**config.mk**
```make
export PLATFORM = sky130hd
export DESIGN_NAME = fixed_point_divider_flat
export DESIGN_NICKNAME = d
export VERILOG_FILES = /design/src/rtl/fixed_point_divider_if.sv /design/src/rtl/fixed_point_divider.sv /design/src/flat_wrapper.sv
export SDC_FILE = /design/constraint.sdc
export NUM_CORES = 1
export LEC_CHECK = 0
export CORE_MARGIN = 8
export CORE_UTILIZATION = 40
export CTS_BUF_LIST = sky130_fd_sc_hd__clkbuf_4 sky130_fd_sc_hd__clkbuf_8
export CTS_CLUSTER_DIAMETER = 200
export CTS_CLUSTER_SIZE = 30
export DETAILED_ROUTE_END_ITERATION = 16
export GPL_TIMING_DRIVEN = 0
export PLACE_DENSITY = 0.65
export SYNTH_ARGS = -nofsm -noshare
export SYNTH_HDL_FRONTEND = slang
export SYNTH_SLANG_ARGS = --single-unit
```
**constraint.sdc**
```tcl
create_clock -name clk_in -period 6.1 [get_ports clk_in]
set_clock_uncertainty 0.2 [all_clocks]
set_input_delay 0.61 -clock clk_in [delete_from_list [all_inputs] [get_ports clk_in]]
set_output_delay 0.61 -clock clk_in [all_outputs]
set_load 0.02 [all_outputs]
```
**src/rtl/fixed_point_divider_if.sv**
```systemverilog
// Operand/result handshake bundle for the sign-magnitude fixed-point divider.
// The master side supplies operands and accepts results. The slave side is the divider.
interface fixed_point_divider_if #(
    parameter int W = 32
);
    logic [W-1:0] a_in;
    logic [W-1:0] b_in;
    logic         valid_in;
    logic         ready_out;
    logic [W-1:0] quotient_out;
    logic         overflow_out;
    logic         div_by_zero_out;
    logic         valid_out;
    logic         ready_in;

    modport master (
        output a_in, b_in, valid_in, ready_in,
        input  ready_out, quotient_out, overflow_out, div_by_zero_out, valid_out
    );

    modport slave (
        input  a_in, b_in, valid_in, ready_in,
        output ready_out, quotient_out, overflow_out, div_by_zero_out, valid_out
    );
endinterface

```
**src/rtl/fixed_point_divider.sv**
```systemverilog
// Sequential sign-magnitude fixed-point divider using restoring shift-subtract.
// It produces one quotient bit per clock, and only one division is in flight at a time.
module fixed_point_divider #(
    parameter int sign = 1,
    parameter int q_m  = 16,
    parameter int q_n  = 15
) (
    input logic                  clk_in,
    input logic                  rst_n_in,
    fixed_point_divider_if.slave div_if
);
    localparam int W  = sign + q_m + q_n;
    localparam int M  = W - 1;
    localparam int N  = M + q_n;
    localparam int CW = $clog2(N);

    typedef enum logic [1:0] {IDLE, DIVIDE, DONE} state_t;

    state_t          state;
    state_t          state_next;
    logic [N-1:0]    dividend;
    logic [M:0]      remainder;
    logic [N-1:0]    quotient;
    logic [M-1:0]    b_mag;
    logic            sign_q;
    logic [CW-1:0]   counter;
    logic [W-1:0]    quotient_reg;
    logic            overflow_reg;
    logic            dbz_reg;

    logic            accept;
    logic [M-1:0]    a_mag_in;
    logic [M-1:0]    b_mag_in;
    logic            b_zero_in;
    logic [M:0]      trial;
    logic            trial_ge;
    logic [M:0]      rem_step;
    logic [N-1:0]    quot_step;
    logic [W:0]      result_step;

    // Saturate the N-bit quotient to an M-bit magnitude and suppress negative zero.
    function automatic logic [W:0] form_result(input logic [N-1:0] q, input logic sgn);
        logic         ovf;
        logic [M-1:0] mag;
        ovf = |q[N-1:M];
        mag = ovf ? {M{1'b1}} : q[M-1:0];
        return {ovf, sgn && (mag != '0), mag};
    endfunction

    assign a_mag_in  = div_if.a_in[M-1:0];
    assign b_mag_in  = div_if.b_in[M-1:0];
    assign b_zero_in = (b_mag_in == '0);

    // After each step the remainder stays below b_mag, so it fits in M bits before the shift.
    assign trial       = {remainder[M-1:0], dividend[N-1]};
    assign trial_ge    = (trial >= {1'b0, b_mag});
    assign rem_step    = trial_ge ? (trial - {1'b0, b_mag}) : trial;
    assign quot_step   = {quotient[N-2:0], trial_ge};
    assign result_step = form_result(quot_step, sign_q);

    always_comb begin
        state_next       = state;
        div_if.ready_out = 1'b0;
        div_if.valid_out = 1'b0;
        accept           = 1'b0;
        case (state)
            IDLE: begin
                div_if.ready_out = 1'b1;
                accept           = div_if.valid_in;
                if (div_if.valid_in)
                    state_next = b_zero_in ? DONE : DIVIDE;
            end
            DIVIDE: begin
                if (counter == '0)
                    state_next = DONE;
            end
            DONE: begin
                div_if.valid_out = 1'b1;
                if (div_if.ready_in)
                    state_next = IDLE;
            end
            default: state_next = IDLE;
        endcase
    end

    always_ff @(posedge clk_in or negedge rst_n_in) begin
        if (!rst_n_in) begin
            state        <= IDLE;
            dividend     <= '0;
            remainder    <= '0;
            quotient     <= '0;
            b_mag        <= '0;
            sign_q       <= 1'b0;
            counter      <= '0;
            quotient_reg <= '0;
            overflow_reg <= 1'b0;
            dbz_reg      <= 1'b0;
        end else begin
            state <= state_next;
            case (state)
                IDLE: begin
                    if (accept) begin
                        dividend  <= {a_mag_in, {q_n{1'b0}}};
                        remainder <= '0;
                        quotient  <= '0;
                        b_mag     <= b_mag_in;
                        sign_q    <= div_if.a_in[W-1] ^ div_if.b_in[W-1];
                        counter   <= CW'(N - 1);
                        if (b_zero_in) begin
                            quotient_reg <= {div_if.a_in[W-1] ^ div_if.b_in[W-1], {M{1'b1}}};
                            overflow_reg <= 1'b1;
                            dbz_reg      <= 1'b1;
                        end
                    end
                end
                DIVIDE: begin
                    dividend  <= {dividend[N-2:0], 1'b0};
                    remainder <= rem_step;
                    quotient  <= quot_step;
                    counter   <= counter - 1'b1;
                    if (counter == '0) begin
                        quotient_reg <= result_step[W-1:0];
                        overflow_reg <= result_step[W];
                        dbz_reg      <= 1'b0;
                    end
                end
                default: ;
            endcase
        end
    end

    assign div_if.quotient_out    = quotient_reg;
    assign div_if.overflow_out    = overflow_reg;
    assign div_if.div_by_zero_out = dbz_reg;
endmodule

```
**src/flat_wrapper.sv**
```systemverilog
// flat-port wrapper written by rule: the top's interface ports become plain ports
module fixed_point_divider_flat 
#(
    parameter int sign = 1,
    parameter int q_m  = 16,
    parameter int q_n  = 15
)
  (clk_in, rst_n_in, div_if_a_in, div_if_b_in, div_if_valid_in, div_if_ready_in, div_if_ready_out, div_if_quotient_out, div_if_overflow_out, div_if_div_by_zero_out, div_if_valid_out);
  fixed_point_divider_if #(.W(32)) div_if_i ();
  input logic clk_in;
  input logic rst_n_in;
  input wire logic [$bits(div_if_i.a_in)-1:0] div_if_a_in;
  input wire logic [$bits(div_if_i.b_in)-1:0] div_if_b_in;
  input wire logic [$bits(div_if_i.valid_in)-1:0] div_if_valid_in;
  input wire logic [$bits(div_if_i.ready_in)-1:0] div_if_ready_in;
  output wire logic [$bits(div_if_i.ready_out)-1:0] div_if_ready_out;
  output wire logic [$bits(div_if_i.quotient_out)-1:0] div_if_quotient_out;
  output wire logic [$bits(div_if_i.overflow_out)-1:0] div_if_overflow_out;
  output wire logic [$bits(div_if_i.div_by_zero_out)-1:0] div_if_div_by_zero_out;
  output wire logic [$bits(div_if_i.valid_out)-1:0] div_if_valid_out;
  assign div_if_i.a_in = div_if_a_in;
  assign div_if_i.b_in = div_if_b_in;
  assign div_if_i.valid_in = div_if_valid_in;
  assign div_if_i.ready_in = div_if_ready_in;
  assign div_if_ready_out = div_if_i.ready_out;
  assign div_if_quotient_out = div_if_i.quotient_out;
  assign div_if_overflow_out = div_if_i.overflow_out;
  assign div_if_div_by_zero_out = div_if_i.div_by_zero_out;
  assign div_if_valid_out = div_if_i.valid_out;
  fixed_point_divider #(.sign(sign), .q_m(q_m), .q_n(q_n)) u_core (.clk_in(clk_in), .rst_n_in(rst_n_in), .div_if(div_if_i));
endmodule
```
==> results.cfg <==
[layout]
multi_input_area_mm2 = 0.00414
nets = 1125
final_area_mm2 = 0.0110
fin_cells = 1321
drive_above_1_share_pct = 5.12
ff_latch_area_mm2 = 0.00453
final_core_util_pct = 48.9
fill_cells = 2120
syn_to_final_growth_pct = 20.9
diodes = 0
largest_reg_flops = 45

[hold_path]
hold_path_class = reg -> reg
hold_depth = 2
whs_endpoint = u_core.dividend[43]
hp-start = u_core.dividend[43]

[placed_design]
place_area_mm2 = 0.0105
gp_congestion = 0.844
post-place-cells = 1288
io_buffers = 103
hpwl_um = 16800
place_ws_ps = 1820

[timing]
max_freq_mhz = 275
finalMaxSlewViolations = 0
hold_viol = 0
rsz0062_at_grt = no
max-slew-margin-rel_pct = 31.0
fin_crit_ps = 3640
fin_hold_ws_ps = 289
tightest_slew_ps = 1030
period_share_pct = 59.6
setup_viol = 0
fin_ws_ps = 2460

[setup_path]
path_cells = clkdlybuf4s50_1, nor4_1, nand4_1, nor2_1, nor3_1, nor3_1, clkbuf_1, o21ai_0
crit_type = in -> reg
path_delay_family = simple AND/OR/NAND/NOR gates
rr_endpoint = u_core.remainder[17]
path_buf_inv = 2
slowest_delay_ps = 830
slowest_stage = nor3_1
reg2reg_from = u_core.dividend[45]
worst_r2r_path_depth = 14
reg2reg_slack_ps = 2870
crit_start = div_if_b_in[22]
cp.required_ps = 6250
arrival_ps = 3790
critical_path.most_common_cell = nor3_1
worst-path-max-fanout = 10
crit_path_start_kind = input pin
cp-end-kind = flip-flop

[logic_synthesis]
ys_ff_latch = 181
synth-edff-count = 0
synth_top_area_share_pct = 50.0
yosysWarnings = 0
ys_types = 57
synth.most_common_cell = dfrtp_1
synthesis.area_mm2 = 0.00907
yosysSeqAreaShare_pct = 50.0
synth_fp_nets = 1001
synth.area.top_cells = dfrtp_1 50%, mux2i_1 6.1%, o21ai_0 5.0%
yosys.area.top_type = dfrtp_1
async_flop_share_pct = 100
syn_avg_cell_area_um2 = 10.1
syn_inst = 899
synthTopCellsByCount = 181 x dfrtp_1, 120 x nand2_1, 91 x o21ai_0, 55 x mux2i_1, 48 x clkbuf_1
synth-main-ff-cell = dfrtp_1

[global_route]
grt_max_degree = 106
gr-total-overflow = 0
grt_antenna_before_repair = 0
grt_first_pass_wirelength_um = 37400
grt.total_usage_pct = 16.5
grt_pass1_vias = 7190

[detailed_routing]
vias = 7127
drtIter0Drc = 530
ant_nets = 0
wl_per_cell_um = 17.1
wirelength_um = 22500
dr.pass1.iters = 5
drc = 0
vias_per_cell = 5.40

[die]
fp.dieH_um = 167
core_region_area_mm2 = 0.0224
initial_utilization_pct = 40.4
ios = 104
chipWidth_um = 167
die-area_mm2 = 0.0277
rows = 55

[clocking]
cts_tree = done
clk_latency_ps = 470
cts.clk_slew.worst_paths_ps = 110
htreeDepth = 4
cts_buffer_depth = 2
clock-root-buffer = clkbuf_8
clkSinkCount = 181
numCtsBuffers = 17

[power_and_ir_drop]
leakagePower_nw = 4.87
power_density_mw_per_mm2 = 589
ir_drop_mv = 0.196

[run_status]
status = completed

[run]
cap_viol_max_count = 0
placed cells by master (no fill, tap or decap), types with 24 or more instances in the layout:
| cell type | instances |
|---|---|
| dfrtp_1 | 181 |
| inv_1 | 42 |
| clkbuf_1 | 48 |
| a21oi_1 | 37 |
| mux2i_1 | 55 |
| o22a_1 | 31 |
| nand2_1 | 120 |
| ha_1 | 33 |
| clkdlybuf4s50_1 | 102 |
| a22o_1 | 47 |
| nor2_1 | 24 |
| o21ai_0 | 91 |
cell families (layout without fill, tap and decap cells):
family                     after synthesis  after routing  synth area share [%]
buffers and inverters                   95            232                  4.43
xor gates and xnor gates                30             30                  2.90
adders and majority gates               34             34                  4.77
DFF                                    181            181                  50.0
and+or+nand+nor                        226            226                  11.6
AOI/OAI and AO/OA                      278            278                  20.3
muxes                                   55             55                  6.07
worst reg2reg max path, cell delays in order (launching register included):
cell and delay (ps):
dfrtp_1 390, inv_1 80, ha_1 210, fa_1 430, nor2b_1 170, o21bai_1 130, a311oi_2 260, nor2_2 130
a21oi_2 190, nor3_2 80, o21ai_2 150, buf_6 200, buf_12 170, mux2i_1 230, o21ai_1 80
stage by stage:
step | setup TNS (ps) | power (mW)
after global routing | 0 | 6.98
after detailed placement | 0 | 5.56
after CTS | 0 | 6.49
after floorplan | 0 | 4.52
final | 0 | 6.45
after global placement | -604660 | 5.49
final cells by class:
class | count | area share [%]
Inverter | 42 | 1.44
Tap cell | 285 | 3.25
Clock inverter | 15 | 2.08
Timing Repair Buffer | 105 | 9.80
Buffer | 53 | 2.23
Multi-Input combinational cell | 623 | 37.7
Clock buffer | 17 | 2.13
Sequential cell | 181 | 41.3
power by group:
group / switching, mW / total (mW) / internal (mW)
registers: 0.254 / 1.90 / 1.64
logic: 2.10 / 3.64 / 1.54
clock network: 0.511 / 0.909 / 0.398
repair_timing:
item,CTS,global route
endpoints found under the hold margin,1,0
hold buffers,1,0
setup buffers,0,0
gates resized for setup,0,0
worst max-delay path by stage:
| stage | cells past startpoint | slack, ps | to |
|---|---|---|---|
| finish | 8 | 2460 | u_core.div_if.div_by_zero_out |
| CTS | 8 | 2330 | u_core.div_if.quotient_out[4] |
| global route | 9 | 2100 | u_core.div_if.quotient_out[31] |
| detailed placement | 8 | 1820 | u_core.div_if.div_by_zero_out |
| floorplan | 13 | 3300 | u_core.remainder[15] |
| global placement | 1 | -3360 | u_core.dividend[36] |
layer usage:
layer  up-vias  global-route usage (%)  wire length [um]
met2       134                    26.9             10900
met1      3481                    22.1             10600
li1       3496                       -                 -
met5         -                       0                 0
met3        16                    3.36               811
met4         0                    4.11               257
Power figures use the tool's default switching activity.
